## src/rtl/ptp_tx_pkg.sv

```systemverilog
// ptp_tx_pkg
//   Shared types and constants for the PTPv2 layer-2 GMII frame generator.
//   - tx_state_e      : transmit FSM states
//   - Ethernet / PTP header constants, preamble and SFD bytes
//   - CRC-32 (reflected) constants
//   - Wire byte-index landmarks. One 7-bit index covers the whole 72-byte frame:
//     preamble 0..6, SFD 7, PDU 8..67, FCS 68..71.
//   - ptp_control_field(): legacy PTPv1 controlField derived from messageType
package ptp_tx_pkg;

    typedef enum logic [2:0] {
        IDLE = 3'd0,
        PRE  = 3'd1,
        SFD  = 3'd2,
        DATA = 3'd3,
        FCS  = 3'd4,
        IFG  = 3'd5
    } tx_state_e;

    localparam logic [15:0] ETH_PTP     = 16'h88F7;
    localparam logic [7:0]  PTP_VER     = 8'h02;
    localparam logic [15:0] PTP_LEN     = 16'd44;
    localparam logic [7:0]  PREAMBLE    = 8'h55;
    localparam logic [7:0]  SFD_BYTE    = 8'hD5;
    localparam logic [31:0] CRC_INIT    = 32'hFFFF_FFFF;
    localparam logic [31:0] CRC_RESIDUE = 32'hDEBB_20E3;
    localparam logic [31:0] CRC_POLY    = 32'hEDB8_8320;

    // Wire byte-index landmarks within one frame
    localparam logic [6:0] PRE_LAST   = 7'd6;
    localparam logic [6:0] DATA_FIRST = 7'd8;
    localparam logic [6:0] DATA_LAST  = 7'd67;
    localparam logic [6:0] FCS_LAST   = 7'd71;

    // Sync -> 0, Delay_Req -> 1, everything else (incl. general messages) -> 5
    function automatic logic [7:0] ptp_control_field(input logic [3:0] msg_type);
        logic [7:0] ctrl;
        case (msg_type)
            4'd0:    ctrl = 8'h00;
            4'd1:    ctrl = 8'h01;
            default: ctrl = 8'h05;
        endcase
        return ctrl;
    endfunction

endpackage

```

## src/rtl/crc32_d8.sv

```systemverilog
// crc32_d8
//   Combinational byte-wide step of the reflected Ethernet CRC-32
//   (polynomial 0xEDB88320, data consumed LSB first). No state.
//   Ports:
//     crc_i  [31:0]  current CRC register value
//     data_i [7:0]   byte being absorbed
//     crc_o  [31:0]  CRC register value after absorbing data_i
module crc32_d8
    import ptp_tx_pkg::*;
(
    input  logic [31:0] crc_i,
    input  logic [7:0]  data_i,
    output logic [31:0] crc_o
);

    // stage[n] is the register after absorbing data bits 0..n-1
    logic [31:0] stage [0:8];

    assign stage[0] = crc_i;

    for (genvar gi = 0; gi < 8; gi++) begin : g_bit
        assign stage[gi+1] = (stage[gi][0] ^ data_i[gi])
                           ? ((stage[gi] >> 1) ^ CRC_POLY)
                           : (stage[gi] >> 1);
    end

    assign crc_o = stage[8];

endmodule

```

## src/rtl/ptp_gmii_tx_gen.sv

```systemverilog
// ptp_gmii_tx_gen
//   Emits complete layer-2 PTPv2 event frames (Ethertype 0x88F7) on a GMII
//   transmit interface: 7x preamble, SFD, 60-byte PDU, 4-byte FCS, then an
//   inter-frame gap of IFG_CYCLES idle cycles before a new start is accepted.
//   Ports:
//     gmii_txclk_i          125 MHz GMII TX clock (only clock)
//     rst_n_i               synchronous reset, active low
//     tx_start_i            frame request, honoured only while idle
//     tx_msg_type_i  [3:0]  PTP messageType, captured at start
//     tx_seq_id_i    [15:0] sequenceId, captured at start
//     tx_origin_ts_i [79:0] originTimestamp {sec[47:0], ns[31:0]}, captured at start
//     tx_busy_o             high from the cycle after an accepted start to the end of the gap
//     tx_sof_o              pulse alongside the SFD byte
//     tx_done_o             pulse alongside the last FCS byte
//     gmii_txctrl_o         GMII TX_EN
//     gmii_txdata_o  [7:0]  GMII TXD (0x00 whenever TX_EN is low)
//   All outputs are registered. The FSM state at cycle k selects the byte that
//   appears on the wire after the next edge, so the first preamble byte is
//   driven one edge after the start is sampled.
module ptp_gmii_tx_gen
    import ptp_tx_pkg::*;
#(
    parameter logic [47:0] DST_MAC    = 48'h011B19000000,
    parameter logic [47:0] SRC_MAC    = 48'h000A35000102,
    parameter logic [79:0] PORT_ID    = 80'h000A35FFFE0001020001,
    parameter int unsigned IFG_CYCLES = 12
)(
    input  logic        gmii_txclk_i,
    input  logic        rst_n_i,
    input  logic        tx_start_i,
    input  logic [3:0]  tx_msg_type_i,
    input  logic [15:0] tx_seq_id_i,
    input  logic [79:0] tx_origin_ts_i,
    output logic        tx_busy_o,
    output logic        tx_sof_o,
    output logic        tx_done_o,
    output logic        gmii_txctrl_o,
    output logic [7:0]  gmii_txdata_o
);

    localparam int unsigned      IFG_W    = $clog2(IFG_CYCLES + 1);
    localparam logic [IFG_W-1:0] IFG_LAST = IFG_W'(IFG_CYCLES - 1);

    // ------------------------------------------------------------------
    // State, counters, captured fields
    // ------------------------------------------------------------------
    tx_state_e        state_q, state_d;
    logic [6:0]       byte_cnt_q, byte_cnt_d;
    logic [IFG_W-1:0] ifg_cnt_q, ifg_cnt_d;

    logic [3:0]       msg_type_q;
    logic [15:0]      seq_id_q;
    logic [79:0]      origin_ts_q;
    logic [31:0]      crc_q, crc_d;

    logic             txen_q, txen_d;
    logic [7:0]       txdata_q, txdata_d;
    logic             sof_q, sof_d;
    logic             done_q, done_d;
    logic             busy_q, busy_d;

    logic             start_ok;

    assign start_ok = (state_q == IDLE) && tx_start_i;

    // ------------------------------------------------------------------
    // PDU byte mux: the whole 60-byte PDU as one packed vector, byte 0 first
    // ------------------------------------------------------------------
    logic [0:59][7:0] pdu_bytes;
    logic [5:0]       pdu_idx;
    logic [7:0]       pdu_byte;
    logic [31:0]      crc_next;
    logic [31:0]      fcs;

    assign pdu_bytes = {
        DST_MAC,                          // 0-5
        SRC_MAC,                          // 6-11
        ETH_PTP,                          // 12-13
        4'h0, msg_type_q,                 // 14 transportSpecific | messageType
        PTP_VER,                          // 15
        PTP_LEN,                          // 16-17
        128'h0,                           // 18-33 domain, reserved, flags, correction, reserved
        PORT_ID,                          // 34-43
        seq_id_q,                         // 44-45
        ptp_control_field(msg_type_q),    // 46
        8'h7F,                            // 47 logMessageInterval
        origin_ts_q,                      // 48-57
        16'h0000                          // 58-59 pad to minimum frame size
    };

    assign pdu_idx  = 6'(byte_cnt_q - DATA_FIRST);
    assign pdu_byte = pdu_bytes[pdu_idx];
    assign fcs      = ~crc_q;

    crc32_d8 u_crc (
        .crc_i  (crc_q),
        .data_i (pdu_byte),
        .crc_o  (crc_next)
    );

    // ------------------------------------------------------------------
    // FSM process 1: state register and counters
    // ------------------------------------------------------------------
    always_ff @(posedge gmii_txclk_i) begin
        if (!rst_n_i) begin
            state_q    <= IDLE;
            byte_cnt_q <= 7'd0;
            ifg_cnt_q  <= '0;
        end else begin
            state_q    <= state_d;
            byte_cnt_q <= byte_cnt_d;
            ifg_cnt_q  <= ifg_cnt_d;
        end
    end

    // ------------------------------------------------------------------
    // FSM process 2: next state
    // ------------------------------------------------------------------
    always_comb begin
        state_d    = state_q;
        byte_cnt_d = byte_cnt_q;
        ifg_cnt_d  = ifg_cnt_q;
        case (state_q)
            IDLE: begin
                if (tx_start_i) begin
                    state_d    = PRE;
                    byte_cnt_d = 7'd0;
                end
            end
            PRE: begin
                byte_cnt_d = byte_cnt_q + 7'd1;
                if (byte_cnt_q == PRE_LAST) begin
                    state_d = SFD;
                end
            end
            SFD: begin
                byte_cnt_d = byte_cnt_q + 7'd1;
                state_d    = DATA;
            end
            DATA: begin
                byte_cnt_d = byte_cnt_q + 7'd1;
                if (byte_cnt_q == DATA_LAST) begin
                    state_d = FCS;
                end
            end
            FCS: begin
                if (byte_cnt_q == FCS_LAST) begin
                    state_d    = IFG;
                    byte_cnt_d = 7'd0;
                    ifg_cnt_d  = '0;
                end else begin
                    byte_cnt_d = byte_cnt_q + 7'd1;
                end
            end
            IFG: begin
                // Start requests during the gap (including its last cycle)
                // are dropped because only IDLE looks at tx_start_i.
                if (ifg_cnt_q == IFG_LAST) begin
                    state_d   = IDLE;
                    ifg_cnt_d = '0;
                end else begin
                    ifg_cnt_d = ifg_cnt_q + IFG_W'(1);
                end
            end
            default: begin
                state_d    = IDLE;
                byte_cnt_d = 7'd0;
                ifg_cnt_d  = '0;
            end
        endcase
    end

    // ------------------------------------------------------------------
    // FSM process 3: outputs and CRC for the next edge
    // ------------------------------------------------------------------
    always_comb begin
        txen_d   = 1'b0;
        txdata_d = 8'h00;
        sof_d    = 1'b0;
        done_d   = 1'b0;
        crc_d    = crc_q;
        busy_d   = (state_d != IDLE);
        case (state_q)
            IDLE: begin
                if (tx_start_i) begin
                    crc_d = CRC_INIT;
                end
            end
            PRE: begin
                txen_d   = 1'b1;
                txdata_d = PREAMBLE;
            end
            SFD: begin
                txen_d   = 1'b1;
                txdata_d = SFD_BYTE;
                sof_d    = 1'b1;
            end
            DATA: begin
                // CRC absorbs the byte on the same edge it goes on the wire
                txen_d   = 1'b1;
                txdata_d = pdu_byte;
                crc_d    = crc_next;
            end
            FCS: begin
                // FCS indices 68..71 have low bits 00..11: LSB byte of ~crc first
                txen_d = 1'b1;
                case (byte_cnt_q[1:0])
                    2'd0:    txdata_d = fcs[7:0];
                    2'd1:    txdata_d = fcs[15:8];
                    2'd2:    txdata_d = fcs[23:16];
                    default: txdata_d = fcs[31:24];
                endcase
                done_d = (byte_cnt_q == FCS_LAST);
            end
            default: begin
            end
        endcase
    end

    // ------------------------------------------------------------------
    // Captured fields and output registers
    // ------------------------------------------------------------------
    always_ff @(posedge gmii_txclk_i) begin
        if (!rst_n_i) begin
            msg_type_q  <= 4'd0;
            seq_id_q    <= 16'd0;
            origin_ts_q <= 80'd0;
        end else if (start_ok) begin
            msg_type_q  <= tx_msg_type_i;
            seq_id_q    <= tx_seq_id_i;
            origin_ts_q <= tx_origin_ts_i;
        end
    end

    always_ff @(posedge gmii_txclk_i) begin
        if (!rst_n_i) begin
            crc_q    <= CRC_INIT;
            txen_q   <= 1'b0;
            txdata_q <= 8'h00;
            sof_q    <= 1'b0;
            done_q   <= 1'b0;
            busy_q   <= 1'b0;
        end else begin
            crc_q    <= crc_d;
            txen_q   <= txen_d;
            txdata_q <= txdata_d;
            sof_q    <= sof_d;
            done_q   <= done_d;
            busy_q   <= busy_d;
        end
    end

    assign gmii_txctrl_o = txen_q;
    assign gmii_txdata_o = txdata_q;
    assign tx_sof_o      = sof_q;
    assign tx_done_o     = done_q;
    assign tx_busy_o     = busy_q;

endmodule

```

## config.mk

```make
export PLATFORM = sky130hd
export DESIGN_NAME = ptp_gmii_tx_gen
export DESIGN_NICKNAME = d
export VERILOG_FILES = /design/src/rtl/ptp_tx_pkg.sv /design/src/rtl/crc32_d8.sv /design/src/rtl/ptp_gmii_tx_gen.sv
export SDC_FILE = /design/constraint.sdc
export NUM_CORES = 1
export LEC_CHECK = 0
export CORE_MARGIN = 2
export CORE_UTILIZATION = 55
export CTS_CLUSTER_SIZE = 28
export DETAILED_ROUTE_END_ITERATION = 16
export GPL_ROUTABILITY_DRIVEN = 0
export PLACE_DENSITY_LB_ADDON = 0.12
export SETUP_SLACK_MARGIN = 0.1
export SLEW_MARGIN = 30
export SYNTH_ARGS = -nofsm -noshare
export SYNTH_HDL_FRONTEND = slang
export SYNTH_HIERARCHICAL = 1
export SYNTH_SLANG_ARGS = --single-unit
```

## constraint.sdc

```tcl
create_clock -name gmii_txclk_i -period 8.5 [get_ports gmii_txclk_i]
set_clock_uncertainty 0.1 [all_clocks]
set_input_delay 1.7 -clock gmii_txclk_i [delete_from_list [all_inputs] [get_ports gmii_txclk_i]]
set_output_delay 1.7 -clock gmii_txclk_i [all_outputs]
set_load 0.005 [all_outputs]
```

==> metrics.txt <==
outcome=finished, final reports clean; initial core utilization=55.9%; delay-heaviest family, CP=XOR/XNOR gates; Switching Power=0.497 mW; Final period util=58.4%; latest clock arrival within the worst-skew pair=440 ps; worst vdd ir=between 0.15 and 0.2 mV; total congestion overflow=0; #FFs+latches synth=158; WP data required=8710 ps; crit path launch type=register; Max Cap Viol=0; fraction of layout cells with a size suffix above 1=8.52%; CTS Hold Bufs=0; top-area cell type share of the netlist area=39.2%; H-tree depth=4; CTS Root Cell=clkbuf_16; NumNets Final=1144; Rel. slew slack=38.2%; slowest CP cell=dfxtp_1; post-detailed-route via-to-cell ratio=5.62; area growth from synthesis to layout=21.3%; Final Hold Vio Count=0; Num Clock Sinks=about 160; Setup TNS Final=0 ps; dominant synthesized flop cell=dfxtp_1; dpl hpwl=14.0 mm; PortBufs=about 110; Comb power frac=17.5%; yosys warns=6; CTS Buf Count=17; Core Region=14400 um2; Die Y=125 um; WS Path Type=register to register; first-pass GRT wire length=between 30 and 40 mm; LEAKAGE=3.50 nW; final WL=20.2 mm; count of final setup violators=0; worst slack, placed=3650 ps; Final Cell Area=9780 um2; Arr. time, crit path=5170 ps; post-cts resize count=0; initial antenna violation count=0; die span in x=roughly 130 um; fin. max-slew vios=0; worst slew pin tran=926 ps; Tightest Hold Check Type=register to register; switching share of power=26.7%; sequential area share after synthesis=39.2%; Reg clk slew, reported paths=60 ps; final hold slack=349 ps; largest cells by area after synthesis=dfxtp_1 39%, nand2_1 12%, a21oi_1 7.5%, xnor2_1 6.1%, mux4_2 3.1%; Final min period=4960 ps; DRC viols=0; final worst setup slack=3540 ps; Clock power frac=between 30% and 40%; Critical Path Max Stage Delay=930 ps; Post-CTS Setup Bufs=0; Post-synth EDFFs=0; vias in the first global route=6570; Bufs on Longest Clock Path=2; Synth Instances=960; antenna diode count=0; via count=6899; pwr/cell area=191 nW/um2; DP Area=~9200 um2; critical path fanouts, max=24; FILL cells=1258; Pint=1.37 mW; syn nets=1072; most frequent cells in the layout=266 x nand2_1, 158 x dfxtp_1, 121 x a21oi_1; drt first pass iters=5; Max Freq=201 MHz; Core Rows=44; Avg Cell Area, Syn=8.40 um2; critical-path cell list=clkinv_1 -> ha_1 -> nor3b_1 -> a221oi_1 -> o2bb2ai_1 -> inv_1 -> xnor2_4 -> xnor3_2 -> xor2_2 -> xnor2_1 -> o22ai_1 -> nand2_1; DIE AREA=15600 um2; Reg power frac=42.6%; Top Ports=115; gr usage total=26.3%; ANT nets after route=0; Netlist cell types=slightly below 70; wire per inst=16.4 um; RSZ-0062 raised after global routing=no; Mapped Area=8060 um2; 1st-iter DRT viols=609; largest net degree at the start of global routing=about 110; TritonCTS clock tree=built; Critical Path Sink Type=register; worst path bufs/invs=2; Yosys top cell by area=dfxtp_1; Synth async-reset ratio=0%; most common cell after layout, fill and taps aside=nand2_1
-- area by class of cell --
class	count	area, um2	area share, %
multi-input cells	719	4530	46.3
flip-flops and latches	158	3160	32.3
repair buffers	123	1240	12.6
clock buffers	19	433	4.43
well taps	184	230	2.35
clock inverters	12	136	1.39
inverters	13	50.0	0.512
-- registers in the layout, indices dropped and copies added, names as in the netlist --
| name | cells |
|---|---|
| byte_cnt_q | 7 |
| crc_q | 32 |
| gmii_txctrl_o | 1 |
| gmii_txdata_o | 8 |
| ifg_cnt_q | 4 |
| msg_type_q | 4 |
| origin_ts_q | 80 |
| seq_id_q | 16 |
| state_q | 3 |
| tx_busy_o | 1 |
| tx_done_o | 1 |
| tx_sof_o | 1 |
-- synth_stat cells (all sizes together), types with 14 or more instances --
cell type / count
a21oi: 123
buf: 41
clkbuf: 29
dfxtp: 158
mux2: 14
mux4: 14
nand2: 267
nor2: 25
nor2b: 24
o21ai: 21
o22ai: 39
xnor2: 66
-- power by group through the flow --
stage | clock network (mW) | logic [mW] | registers [mW]
6_report | 0.744 | 0.326 | 0.795
5_1_grt | 0.781 | 0.354 | 0.799
4_1_cts | 0.758 | 0.323 | 0.795
3_5_place_dp | 0 | 0.321 | 0.811
3_3_place_gp | 0 | 0.318 | 0.811
2_1_floorplan | 0 | 0.236 | 0.800
-- metal layers --
layer	track usage (%)	part of all wire (%)
met5	0	0
met4	7.65	1.7
met3	5.91	5.3
met2	43.3	48
met1	34.9	45
-- final timing paths --
path | from | end | slack [ps] | cells past startpoint
min | origin_ts_q[68] | origin_ts_q[68] | 350 | 2
max reg2reg | byte_cnt_q[3] | crc_q[18] | 3540 | 12
min reg2reg | origin_ts_q[68] | origin_ts_q[68] | 350 | 2
max | byte_cnt_q[3] | crc_q[18] | 3540 | 12
-- worst reg2reg max path, delay by kind of cell (launching register included) --
kind	cells	cell delay [ps]
flip-flops	1	930
XOR/XNOR	4	1320
adder cells (fa/ha/maj)	1	930
buffers and inverters	2	670
AO/OA/AOI/OAI	3	520
AND/OR/NAND/NOR	2	360
-- cell families after synthesis --
| kind of cell | share of synthesized area, % |
|---|---|
| DFF | 39.2 |
| and+or+nand+nor | 18.7 |
| muxes | 7.12 |
| AOI/OAI and AO/OA | 17.5 |
| adders and majority gates | 1.40 |
| buffers and inverters | 4.86 |
| xor gates and xnor gates | 11.2 |
-- metrics by stage --
stage / power, mW / utilization, % / std cells
6_report: 1.86 / 67.8 / 1228
2_1_floorplan: 1.04 / - / 960
5_1_grt: 1.93 / 67.8 / 1228
4_1_cts: 1.88 / 67.6 / 1227
3_5_place_dp: 1.13 / 63.7 / 1196
3_3_place_gp: 1.13 / 63.6 / 1196
Power figures use the tool's default switching activity.
